--- src/rtl/apb_mst_arb_pkg.sv ---
// Shared definitions for the two-master APB arbiter: FSM states, slot decode
// field position, slot count and small decode helpers.
package apb_mst_arb_pkg;

    localparam int unsigned ADDR_W   = 40;
    localparam int unsigned DATA_W   = 32;
    localparam int unsigned SLOT_HI  = 14;
    localparam int unsigned SLOT_LO  = 12;
    localparam int unsigned SLOT_CNT = 7;

    typedef enum logic [1:0] {
        ST_IDLE   = 2'd0,
        ST_SETUP  = 2'd1,
        ST_ACCESS = 2'd2,
        ST_ERR    = 2'd3
    } apb_state_e;

    // Slot number carried in the address; slot 0 has no slave behind it.
    function automatic logic [2:0] addr_slot(input logic [ADDR_W-1:0] addr);
        return addr[SLOT_HI:SLOT_LO];
    endfunction

    // Pick the read-data lane of a mapped slot out of the packed bus.
    function automatic logic [DATA_W-1:0] slot_rdata(
        input logic [SLOT_CNT*DATA_W-1:0] bus,
        input logic [2:0]                 slot
    );
        logic [DATA_W-1:0] r;
        r = '0;
        for (int unsigned i = 1; i <= SLOT_CNT; i++) begin
            if (slot == 3'(i)) begin
                r = bus[DATA_W*(i-1) +: DATA_W];
            end
        end
        return r;
    endfunction

endpackage

--- src/rtl/apb_mst_arb_rr.sv ---
// Two-input round-robin grant with a one-bit last-served pointer.
module apb_mst_rr
    import apb_mst_arb_pkg::*;
(
    input  logic clk_i,
    input  logic rst_i,
    input  logic req0_i,
    input  logic req1_i,
    input  logic upd_i,
    input  logic upd_idx_i,
    output logic gnt_vld_o,
    output logic gnt_idx_o
);

    logic last_q;
    logic last_d;

    // Grant: on a tie favour the master not served last, else the lone requester.
    always_comb begin
        gnt_vld_o = req0_i | req1_i;
        if (req0_i && req1_i) begin
            gnt_idx_o = ~last_q;
        end else begin
            gnt_idx_o = req1_i;
        end
        last_d = upd_i ? upd_idx_i : last_q;
    end

    // Pointer moves only when a transfer completes; reset favours m0 first.
    always_ff @(posedge clk_i or posedge rst_i) begin
        if (rst_i) begin
            last_q <= 1'b1;
        end else begin
            last_q <= last_d;
        end
    end

endmodule

--- src/rtl/apb_mst_arb.sv ---
// Two-master APB bridge: round-robin arbitration, 3-bit slot decode onto a
// 7-slave one-hot select, configurable ACCESS wait states and error reply
// for the unmapped slot.
module apb_mst_arb
    import apb_mst_arb_pkg::*;
#(
    parameter int unsigned WAIT_CYC = 0
) (
    input  logic          per_clk,
    input  logic          per_rst,
    input  logic          m0_req,
    input  logic          m1_req,
    input  logic [39:0]   m0_addr,
    input  logic [39:0]   m1_addr,
    input  logic          m0_write,
    input  logic          m1_write,
    input  logic [31:0]   m0_wdata,
    input  logic [31:0]   m1_wdata,
    output logic          m0_done,
    output logic          m1_done,
    output logic          m0_err,
    output logic          m1_err,
    output logic [31:0]   m0_rdata,
    output logic [31:0]   m1_rdata,
    output logic [39:0]   apb_xx_paddr,
    output logic          apb_xx_pwrite,
    output logic [31:0]   apb_xx_pwdata,
    output logic          apb_xx_penable,
    output logic [6:0]    psel,
    input  logic [223:0]  prdata_bus
);

    localparam logic [3:0] WAIT_LAST = 4'(WAIT_CYC);

    apb_state_e  state_q;
    logic        gnt_q;
    logic [2:0]  slot_q;
    logic [39:0] cmd_addr_q;
    logic        cmd_write_q;
    logic [31:0] cmd_wdata_q;
    logic [6:0]  psel_q;
    logic        penable_q;
    logic        done_q;
    logic        err_q;
    logic [3:0]  cnt_q;
    logic [31:0] m0_rdata_q;
    logic [31:0] m1_rdata_q;

    logic        gnt_vld;
    logic        gnt_idx;
    logic [39:0] win_addr;
    logic        win_write;
    logic [31:0] win_wdata;
    logic [2:0]  win_slot;
    logic [31:0] cur_rdata;

    apb_mst_rr u_rr (
        .clk_i     (per_clk),
        .rst_i     (per_rst),
        .req0_i    (m0_req),
        .req1_i    (m1_req),
        .upd_i     (done_q),
        .upd_idx_i (gnt_q),
        .gnt_vld_o (gnt_vld),
        .gnt_idx_o (gnt_idx)
    );

    // Winner's command and decoded slot, plus the data returned on completion.
    always_comb begin
        win_addr  = gnt_idx ? m1_addr  : m0_addr;
        win_write = gnt_idx ? m1_write : m0_write;
        win_wdata = gnt_idx ? m1_wdata : m0_wdata;
        win_slot  = addr_slot(win_addr);
        if (err_q || cmd_write_q) begin
            cur_rdata = '0;
        end else begin
            cur_rdata = slot_rdata(prdata_bus, slot_q);
        end
    end

    // Transfer FSM; done is registered one cycle early so it lines up with the
    // final ACCESS cycle, while read data is taken live from the bus that cycle.
    always_ff @(posedge per_clk or posedge per_rst) begin
        if (per_rst) begin
            state_q     <= ST_IDLE;
            gnt_q       <= 1'b0;
            slot_q      <= '0;
            cmd_addr_q  <= '0;
            cmd_write_q <= 1'b0;
            cmd_wdata_q <= '0;
            psel_q      <= '0;
            penable_q   <= 1'b0;
            done_q      <= 1'b0;
            err_q       <= 1'b0;
            cnt_q       <= '0;
        end else begin
            case (state_q)
                ST_IDLE: begin
                    if (gnt_vld) begin
                        gnt_q       <= gnt_idx;
                        slot_q      <= win_slot;
                        cmd_addr_q  <= win_addr;
                        cmd_write_q <= win_write;
                        cmd_wdata_q <= win_wdata;
                        if (win_slot == 3'd0) begin
                            state_q <= ST_ERR;
                            done_q  <= 1'b1;
                            err_q   <= 1'b1;
                        end else begin
                            state_q <= ST_SETUP;
                            psel_q  <= 7'b1 << (win_slot - 3'd1);
                        end
                    end
                end
                ST_SETUP: begin
                    state_q   <= ST_ACCESS;
                    penable_q <= 1'b1;
                    cnt_q     <= '0;
                    done_q    <= (WAIT_LAST == 4'd0);
                end
                ST_ACCESS: begin
                    if (cnt_q == WAIT_LAST) begin
                        state_q   <= ST_IDLE;
                        psel_q    <= '0;
                        penable_q <= 1'b0;
                        done_q    <= 1'b0;
                        cnt_q     <= '0;
                    end else begin
                        cnt_q  <= cnt_q + 4'd1;
                        done_q <= ((cnt_q + 4'd1) == WAIT_LAST);
                    end
                end
                ST_ERR: begin
                    state_q <= ST_IDLE;
                    done_q  <= 1'b0;
                    err_q   <= 1'b0;
                end
                default: begin
                    state_q <= ST_IDLE;
                end
            endcase
        end
    end

    // Hold each master's last returned data between its completions.
    always_ff @(posedge per_clk or posedge per_rst) begin
        if (per_rst) begin
            m0_rdata_q <= '0;
            m1_rdata_q <= '0;
        end else if (done_q) begin
            if (gnt_q) begin
                m1_rdata_q <= cur_rdata;
            end else begin
                m0_rdata_q <= cur_rdata;
            end
        end
    end

    assign m0_done        = done_q & ~gnt_q;
    assign m1_done        = done_q &  gnt_q;
    assign m0_err         = err_q  & ~gnt_q;
    assign m1_err         = err_q  &  gnt_q;
    assign m0_rdata       = m0_done ? cur_rdata : m0_rdata_q;
    assign m1_rdata       = m1_done ? cur_rdata : m1_rdata_q;
    assign apb_xx_paddr   = cmd_addr_q;
    assign apb_xx_pwrite  = cmd_write_q;
    assign apb_xx_pwdata  = cmd_wdata_q;
    assign apb_xx_penable = penable_q;
    assign psel           = psel_q;

endmodule
--- config.mk ---
export PLATFORM = sky130hd
export DESIGN_NAME = apb_mst_arb
export DESIGN_NICKNAME = d
export VERILOG_FILES = /design/src/rtl/apb_mst_arb_pkg.sv /design/src/rtl/apb_mst_arb_rr.sv /design/src/rtl/apb_mst_arb.sv
export SDC_FILE = /design/constraint.sdc
export NUM_CORES = 1
export LEC_CHECK = 0
export BUFFER_PORTS_ARGS = -buffer_cell sky130_fd_sc_hd__buf_2
export CAP_MARGIN = 40
export CORE_AREA = 2 2 201 203
export DETAILED_ROUTE_END_ITERATION = 8
export DIE_AREA = 0 0 203 205
export GPL_TIMING_DRIVEN = 0
export SYNTH_ARGS = -nofsm -noshare
export SYNTH_HDL_FRONTEND = slang
export SYNTH_HIERARCHICAL = 1
export SYNTH_SLANG_ARGS = --single-unit
--- constraint.sdc ---
create_clock -name per_clk -period 5.5 [get_ports per_clk]
set_clock_uncertainty 0.15 [all_clocks]
set_input_delay 1.65 -clock per_clk [delete_from_list [all_inputs] [get_ports per_clk]]
set_output_delay 1.65 -clock per_clk [all_outputs]
set_load 0.02 [all_outputs]
==> run_results.csv, run 1 <==
group,metric,value,unit
critical_path,required,3700,ps
sta,setup_viol,0,
logic_synthesis,syn_area_per_cell,10.82,um2
clock_tree,cts_made_buffers,17,
logic_synthesis,synth-async-reset-ratio,100.0,%
placement,portBuffers,522,
critical_path,cp.arrival,3130,ps
floorplanning,core,39370,um2
drt,routed_wirelength,40470,um
logic_synthesis,yosys.area.top_type,"dfrtp_1",
sta,hold_viol_final,0,
sta,rsz0062_at_grt,"no",
power_and_ir_drop,cell_internal_pwr,3.707,mW
sta,fin_crit,4929,ps
power_and_ir_drop,switching_power,3.380,mW
layout,fin_util,32.86,%
critical_path,cp.buffers_inverters,2,
logic_synthesis,ys.flop_type,"dfrtp_1",
critical_path,cpPeakStageDelay,700,ps
clock_tree,cts_root_buf,"clkbuf_16",
logic_synthesis,synth_common_cells,"dfrtp_1, mux2i_1, nor2_1",
logic_synthesis,syn-num-nets,1217,
sta,timing.final.ws_setup,571.4,ps
critical_path,crit_type,"input port to output port",
critical_path,worstSetupEndpointType,"output port",
floorplanning,start_util,22.89,%
clock_tree,cts_hold_buffers,0,
sta,tns,0,ps
placement,dp_hpwl,33270,um
drt,via_count,9004,
run,max-cap-violations,0,
critical_path,critPathTopFamily,"compound AO/OA/AOI/OAI gates",
logic_synthesis,synth_edf_count,0,
placement,gp_congestion,0.8903,
global_route,antenna_found_initial,6,
drt,dr_wl_met2,20530,um
drt,wire_per_inst,21.10,um
floorplanning,die_h,205,um
critical_path,start_kind,"input port",
logic_synthesis,yosys_warnings,6,
power_and_ir_drop,p_comb_share,57.9,%
floorplanning,ios,523,
drt,drc,0,
logic_synthesis,ys_types,46,
drt,drtAntennaViolNets,0,
critical_path,worstPathMaxFanout,2,
clock_tree,cts_resized,0,
drt,vias_per_cell,4.694,
global_route,grt-ovfl-total,0,
power_and_ir_drop,swShare,47.70,%
logic_synthesis,netlist_area,9010,um2
drt,drt-met1-wl,15820,um
clock_tree,clock_path_buffers,2,
drt,highest_layer,"met5",
power_and_ir_drop,p_leak,6.648,nW
critical_path,critical_path.slowest_cell,"a221oi_1",
global_route,first_global_vias,9264,
layout,syn_to_final_growth,43.59,%
clock_tree,htreeDepth,4,
sta,tightest_slew,860.9,ps
power_and_ir_drop,pwr-share-clk,16.3,%
drt,firstDrtPassIters,5,
hold_path,min_path_type,"flop to flop",
power_and_ir_drop,p_per_area,547.8,nW/um2
logic_synthesis,synth_area_leaders,"dfrtp_1, mux2i_1, a221oi_2",
sta,fmax,0.2029,GHz
clock_tree,cts_tree,"done",
sta,fin_crit_sh,89.61,%
logic_synthesis,yosysMostFrequentCell,"dfrtp_1",
layout,drive_above_1_share,48.92,%
sta,slew_viol_final,0,
outcome,outcome,"completed",
drt,wl_met3,2878,um
global_route,grt_first_pass_wirelength,57730,um
logic_synthesis,seq_area_frac_synth,43.06,%
sta,slew_headroom,42.61,%
clock_tree,clock_latency,440,ps
drt,drt-initial-drc-count,421,
global_route,grt_util_all_layers,18.82,%
layout,nets,1762,
floorplanning,die_w,203,um
logic_synthesis,synth-seq-cells,155,
power_and_ir_drop,ir_worst_vdd,214.2,uV
clock_tree,postCtsSetupBuffers,0,
global_route,grt_max_degree,41,
logic_synthesis,syn-instance-count,833,
power_and_ir_drop,seq_power_share,25.8,%
clock_tree,clk_pin_slew,60,ps
clock_tree,clock-sinks,155,
floorplanning,dieArea,41620,um2
critical_path,path_cells,"buf_2 > mux2_2 > a221oi_1 > a221oi_1 > a22o_1 > buf_2",
logic_synthesis,post-synth-top-area-fraction,42.77,%
floorplanning,rows,73,
placement,dp_slack,451.8,ps
-- stage by stage --
step                hold slack (ps)  total power, mW  cells  cell area, um2
finish                        341.9            7.087   1918           12940
CTS                           348.4            7.181   1915           12930
global placement              329.8            5.924   1880           12280
global route                  368.4            7.528   1915           12930
floorplan                     377.2            4.461    833            9014
detailed placement            329.7            5.982   1884           12370
-- power groups by stage --
stage                     clock network [mW]  registers [mW]  logic (mW)
final                                   1.16            1.83        4.10
after global routing                    1.25            1.88        4.40
after CTS                               1.20            1.83        4.15
after detailed placement                   0            1.83        4.15
after global placement                     0            1.82        4.10
after floorplan                            0            2.13        2.33
-- cell usage in the layout, fill, tap and decap left out, drive strengths merged --
cell type and instances:
o32ai 2, a32o 2, a22o 54, diode 3
o31ai 1, nand3b 1, a21boi 5, buf 580
o2111ai 1, clkinv 4, o21ai 30, a22oi 15
o21a 2, a21oi 83, inv 17, xnor2 1
mux2 27, a211oi 1, or2 2, clkinvlp 5
clkbuf 39, dfrtp 154, nor3b 6, dfstp 1
nand2b 5, ha 10, nand3 3, o2bb2ai 1
nand2 32, mux2i 142, nor3 4, bufinv 2
a221oi 48, and2 4, nor2 96, nor2b 3
o22ai 4, a31oi 3
-- sequential cells by signal (all words and copies together) (netlist names) --
register / count
apb_xx_penable: 1
cnt_q: 4
state_q: 2
m0_rdata_q: 32
slot_q: 2
gnt_q: 1
apb_xx_paddr: 38
apb_xx_pwrite: 1
m1_rdata_q: 32
u_rr/last_q: 1
done_q: 1
psel: 7
apb_xx_pwdata: 32
err_q: 1
-- worst register-to-register path: stages, from the launching register on --
cell and delay [ps]:
dfstp_2 530, a21boi_0 70, buf_2 190, buf_2 250, buf_2 260, o32ai_1 460
ha_1 300, nand3b_1 180, o21a_1 160, or2_1 100, clkbuf_1 250, o21ai_0 150
-- logic make-up (layout without fill, tap and decap cells) --
group                    count (synthesis)  in the layout  synth area share, %
flip-flops                             155            155                43.06
adder cells (fa/ha/maj)                 10             10                1.389
AO/OA/AOI/OAI                          252            252                22.34
buffers and inverters                   90            647                5.569
AND/OR/NAND/NOR                        156            156                7.471
other                                    0              3                    0
XOR/XNOR                                 1              1              0.09723
multiplexers                           169            169                20.07
-- worst paths after layout --
check                      slack, ps                        from  cells after the start                          to
hold reg to reg                  340  m0_rdata_q[30]$_DFFE_PP0P_                      1  m0_rdata_q[30]$_DFFE_PP0P_
setup / recovery                 570              prdata_bus[95]                      6                m0_rdata[31]
max in group asynchronous       3140                     per_rst                      4   m1_rdata_q[4]$_DFFE_PP0P_
hold / removal                   340  m0_rdata_q[30]$_DFFE_PP0P_                      1  m0_rdata_q[30]$_DFFE_PP0P_
min in group asynchronous       1080                     per_rst                      2     u_rr/last_q$_DFFE_PP1P_
setup reg to reg                2320     u_rr/last_q$_DFFE_PP1P_                     11         psel[3]$_DFFE_PP0P_
-- area by class of cell --
type                       count  area [um2]
antenna                        3       7.507
buffer                        73       437.9
clock buffer                  20       436.7
clock inverter                11       122.6
fill                        4134       26430
inverter                      17       67.56
multi-input combinational    588        4628
sequential                   155        3880
tap                          525       656.9
timing repair buffer         526        2700
-- per-layer routing --
layer,GRT usage [%],vias to the layer above
met5,0,-
met4,7.039,6
met3,5.313,59
met2,33.24,431
met1,21.58,4321
li1,-,4187
Note: power is estimated with default switching activity, not from simulation.
==> inputs of run 2 (changes only) <==
- REMOVE_ABC_BUFFERS: unset -> 1
==> run_results.csv, run 2 (synthesis results as in run 1) <==
group,metric,value,unit
outcome,outcome,"completed",
placement,gp_congestion,0.8664,
layout,finalNonFillerCells,1862,
sta,setup_viol,0,
power_and_ir_drop,p_per_area,534.0,nW/um2
clock_tree,cts_root_buf,"clkbuf_16",
power_and_ir_drop,p_leak,6.581,nW
global_route,grt-ovfl-total,0,
global_route,first_global_vias,8564,
drt,vias_per_cell,4.601,
global_route,grt_first_pass_wirelength,50910,um
layout,nets,1705,
sta,hold_viol_final,0,
clock_tree,cts_tree,"done",
global_route,antenna_found_initial,7,
global_route,grt_max_degree,99,
clock_tree,cts_resized,0,
clock_tree,postCtsSetupBuffers,0,
critical_path,cp_common_cell,"a221oi_1",
placement,dp.cells,1827,
critical_path,critical_path.slowest_cell,"dfrtp_4",
placement,placed_area,12270,um2
critical_path,worstSetupEndpointType,"output port",
placement,portBuffers,522,
critical_path,startpoint,"slot_q[1]$_DFFE_PP0P_",
hold_path,min_path_type,"flop to flop",
clock_tree,clk_pin_slew,70,ps
clock_tree,clock_latency,430,ps
floorplanning,die_w,203,um
drt,firstDrtPassIters,4,
drt,drc,0,
placement,dp_hpwl,28010,um
floorplanning,dieArea,41620,um2
layout,largest_register_ffs,38,
clock_tree,clock-sinks,155,
drt,routed_wirelength,34480,um
layout,final_cell_mix,"buf_2, dfrtp_1, mux2i_1",
clock_tree,clock_path_buffers,2,
power_and_ir_drop,ir_worst_vdd,365.1,uV
critical_path,r2r_cells,5,
placement,dp_slack,755.0,ps
critical_path,endpoint,"m0_rdata[31]",
critical_path,worstPathMaxFanout,38,
critical_path,cpPeakStageDelay,870,ps
drt,via_count,8567,
power_and_ir_drop,p_total,6.871,mW
sta,timing.final.ws_setup,500.2,ps
layout,fin_area,12870,um2
critical_path,cp.arrival,3200,ps
sta,tightest_slew,889.4,ps
drt,drt-initial-drc-count,402,
layout,final_common_cell,"buf_2",
sta,rsz0062_at_grt,"no",
clock_tree,cts_hold_buffers,0,
sta,slew_viol_final,0,
critical_path,ff2ff_setup_slack,2720,ps
run,max-cap-violations,0,
clock_tree,cts_made_buffers,17,
layout,fin_util,32.69,%
critical_path,path_cells,"nor2b_4 > buf_12 > a221oi_1 > a221oi_1 > a22o_1 > buf_2",
layout,syn_to_final_growth,42.81,%
critical_path,crit_type,"flop to output port",
critical_path,critPathTopFamily,"flip-flops",
critical_path,required,3700,ps
global_route,grt_util_all_layers,16.37,%
drt,drtAntennaViolNets,0,
floorplanning,die_h,205,um
floorplanning,start_util,22.89,%
sta,fin_crit_sh,90.91,%
sta,fin_crit,5000,ps
clock_tree,htreeDepth,4,
critical_path,start_kind,"flop",
layout,drive_above_1_share,49.70,%
drt,wire_per_inst,18.52,um
critical_path,worst_r2r_endpoint,"m0_rdata_q[31]$_DFFE_PP0P_",
critical_path,regToRegStartpoint,"slot_q[1]$_DFFE_PP0P_",
floorplanning,ios,523,
sta,slew_headroom,40.71,%
critical_path,cp.depth,6,
floorplanning,core,39370,um2
sta,fmax,0.2000,GHz
floorplanning,rows,73,
critical_path,cp.buffers_inverters,2,
run 2: power by group:
| group | internal [mW] | total (mW) | switching [mW] |
|---|---|---|---|
| Clock | 0.676 | 1.20 | 0.521 |
| Combinational | 1.45 | 3.76 | 2.31 |
| Sequential | 1.57 | 1.91 | 0.336 |
run 2: layout make-up:
class / count / area (um2)
fill: 4085 / 26500
multi-input combinational: 588 / 4667
sequential: 155 / 3889
timing repair buffer: 542 / 2990
tap: 525 / 656.9
clock buffer: 17 / 425.4
clock inverter: 15 / 160.2
inverter: 17 / 71.32
antenna: 3 / 7.507
run 2: metrics by stage:
stage / setup TNS (ps) / hold WS (ps)
final: 0 / 350.1
after CTS: 0 / 353.1
after global routing: 0 / 363.3
after global placement: -1281540 / 326.5
after floorplan: -559460 / 377.2
after detailed placement: 0 / 330.8
run 2: worst min-delay path by stage:
stage / to / depth (start not counted) / from / slack, ps
2_1_floorplan: cnt_q[2]$_DFFE_PP0P_ / 2 / cnt_q[2]$_DFFE_PP0P_ / 380
3_3_place_gp: m1_rdata_q[30]$_DFFE_PP0P_ / 1 / m1_rdata_q[30]$_DFFE_PP0P_ / 330
3_5_place_dp: psel[0]$_DFFE_PP0P_ / 1 / psel[0]$_DFFE_PP0P_ / 330
4_1_cts: m1_rdata_q[14]$_DFFE_PP0P_ / 1 / m1_rdata_q[14]$_DFFE_PP0P_ / 350
5_1_grt: m0_rdata_q[16]$_DFFE_PP0P_ / 1 / m0_rdata_q[16]$_DFFE_PP0P_ / 360
6_report: psel[0]$_DFFE_PP0P_ / 1 / psel[0]$_DFFE_PP0P_ / 350
run 2: per-layer routing:
layer	wire (um)	global-route usage, %	up-vias
met1	13270	18.22	4036
met3	2712	4.486	47
met5	12	0	-
met2	17400	28.77	407
li1	-	-	4075
met4	1088	8.160	2
run 2: worst register-to-register path: stages, from the launching register on:
cell,delay (ps)
dfrtp_4,870
nor2b_4,630
buf_12,250
a221oi_1,120
a221oi_1,460
a22o_1,230
==> inputs of run 3 (changes only) <==
- GPL_TIMING_DRIVEN: 0 -> unset
==> run_results.csv, run 3 (synthesis results as in run 1) <==
group,metric,value,unit
outcome,outcome,"completed",
critical_path,critical_path.slowest_cell,"a221oi_1",
clock_tree,cts_root_buf,"clkbuf_16",
sta,fin_crit_sh,87.81,%
global_route,antenna_found_initial,6,
layout,fin_util,32.23,%
sta,tightest_slew,758.9,ps
drt,wire_per_inst,18.71,um
drt,firstDrtPassIters,4,
critical_path,worstSetupEndpointType,"output port",
clock_tree,cts_tree,"done",
global_route,grt_max_degree,148,
floorplanning,core,39370,um2
critical_path,cp.buffers_inverters,2,
drt,drtAntennaViolNets,0,
drt,vias_per_cell,4.541,
critical_path,cp.arrival,3030,ps
placement,portBuffers,522,
clock_tree,clock_latency,440,ps
sta,rsz0062_at_grt,"no",
power_and_ir_drop,ir_worst_vdd,225.3,uV
global_route,grt_util_all_layers,16.24,%
clock_tree,clock_path_buffers,2,
floorplanning,die_h,205,um
critical_path,start_kind,"input port",
layout,final_cell_mix,"buf_2, dfrtp_1, mux2i_1",
sta,fmax,0.2071,GHz
layout,largest_register_ffs,38,
placement,dp_slack,638.0,ps
run,max-cap-violations,0,
sta,slew_viol_final,0,
floorplanning,rows,73,
clock_tree,clock-sinks,155,
clock_tree,postCtsSetupBuffers,0,
global_route,first_global_vias,8471,
layout,finalNonFillerCells,1858,
critical_path,required,3700,ps
power_and_ir_drop,p_total,6.788,mW
critical_path,critPathTopFamily,"compound AO/OA/AOI/OAI gates",
clock_tree,cts_resized,0,
floorplanning,die_w,203,um
clock_tree,cts_made_buffers,17,
drt,drc,0,
critical_path,crit_type,"input port to output port",
floorplanning,start_util,22.89,%
sta,fin_crit,4830,ps
clock_tree,cts_hold_buffers,0,
placement,dp.cells,1824,
drt,via_count,8438,
drt,drt-initial-drc-count,368,
critical_path,worstPathMaxFanout,2,
floorplanning,dieArea,41620,um2
drt,routed_wirelength,34750,um
power_and_ir_drop,p_per_area,535.1,nW/um2
sta,setup_viol,0,
critical_path,path_cells,"buf_2 > mux2_2 > a221oi_1 > a221oi_1 > a22o_1 > buf_2",
clock_tree,clk_pin_slew,60,ps
placement,gp_congestion,0.8609,
layout,fin_area,12690,um2
sta,timing.final.ws_setup,670.5,ps
global_route,grt-ovfl-total,0,
layout,syn_to_final_growth,40.80,%
hold_path,min_path_type,"flop to flop",
layout,drive_above_1_share,49.59,%
placement,dp_hpwl,26760,um
global_route,grt_first_pass_wirelength,50510,um
critical_path,cpPeakStageDelay,640,ps
clock_tree,htreeDepth,4,
sta,hold_viol_final,0,
floorplanning,ios,523,
layout,final_common_cell,"buf_2",
layout,nets,1702,
power_and_ir_drop,p_leak,6.500,nW
placement,placed_area,12080,um2
sta,slew_headroom,49.41,%
-- run 3: cell count changes in the layout (fill, tap and decap cells not counted), moves of 2 or more --
cell,change
buf_16,-5
buf_12,-4
buf_4,+8
clkinv_2,-2
buf_8,-2
-- run 3: metal layers --
| metal | vias up | global-route usage (%) | share of wire [%] |
|---|---|---|---|
| met5 | - | 0 | 0.078 |
| met4 | 4 | 6.048 | 2.3 |
| met3 | 34 | 3.929 | 6.8 |
| met2 | 370 | 28.49 | 50 |
| met1 | 3956 | 19.20 | 41 |
| li1 | 4074 | - | - |
-- run 3: final cells by class --
| type | count | area [um2] |
|---|---|---|
| fillers | 4105 | 26680 |
| well taps | 525 | 656.9 |
| multi-input cells | 588 | 4667 |
| clock buffers | 18 | 439.2 |
| clock inverters | 14 | 157.7 |
| repair buffers | 539 | 2803 |
| flip-flops and latches | 155 | 3889 |
| inverters | 17 | 68.82 |
| diodes | 2 | 5.005 |
-- run 3: report_power, final --
group          switching, mW  leakage (nW)  total (mW)  internal, mW
Combinational           2.32          4.29        3.68          1.36
Sequential             0.311          1.92        1.89          1.57
Clock                  0.529         0.290        1.22         0.690
Total                   3.16          6.50        6.79          3.63
-- run 3: metrics by stage --
stage                     hold slack (ps)  setup TNS, ps
after global routing                359.2              0
after floorplan                     377.2        -559460
after CTS                           352.3              0
after detailed placement            333.8              0
after global placement              334.1              0
final                               350.7              0
-- run 3: final timing paths --
path,startpoint,to,slack (ps),cells after the start
setup reg to reg,slot_q[0]$_DFFE_PP0P_,m0_rdata_q[19]$_DFFE_PP0P_,3020,4
max in group asynchronous,per_rst,apb_xx_pwdata[2]$_DFFE_PP0P_,3120,3
hold / removal,m0_rdata_q[11]$_DFFE_PP0P_,m0_rdata_q[11]$_DFFE_PP0P_,350,1
hold reg to reg,m0_rdata_q[11]$_DFFE_PP0P_,m0_rdata_q[11]$_DFFE_PP0P_,350,1
min in group asynchronous,per_rst,u_rr/last_q$_DFFE_PP1P_,1090,2
setup / recovery,prdata_bus[31],m1_rdata[31],670,6
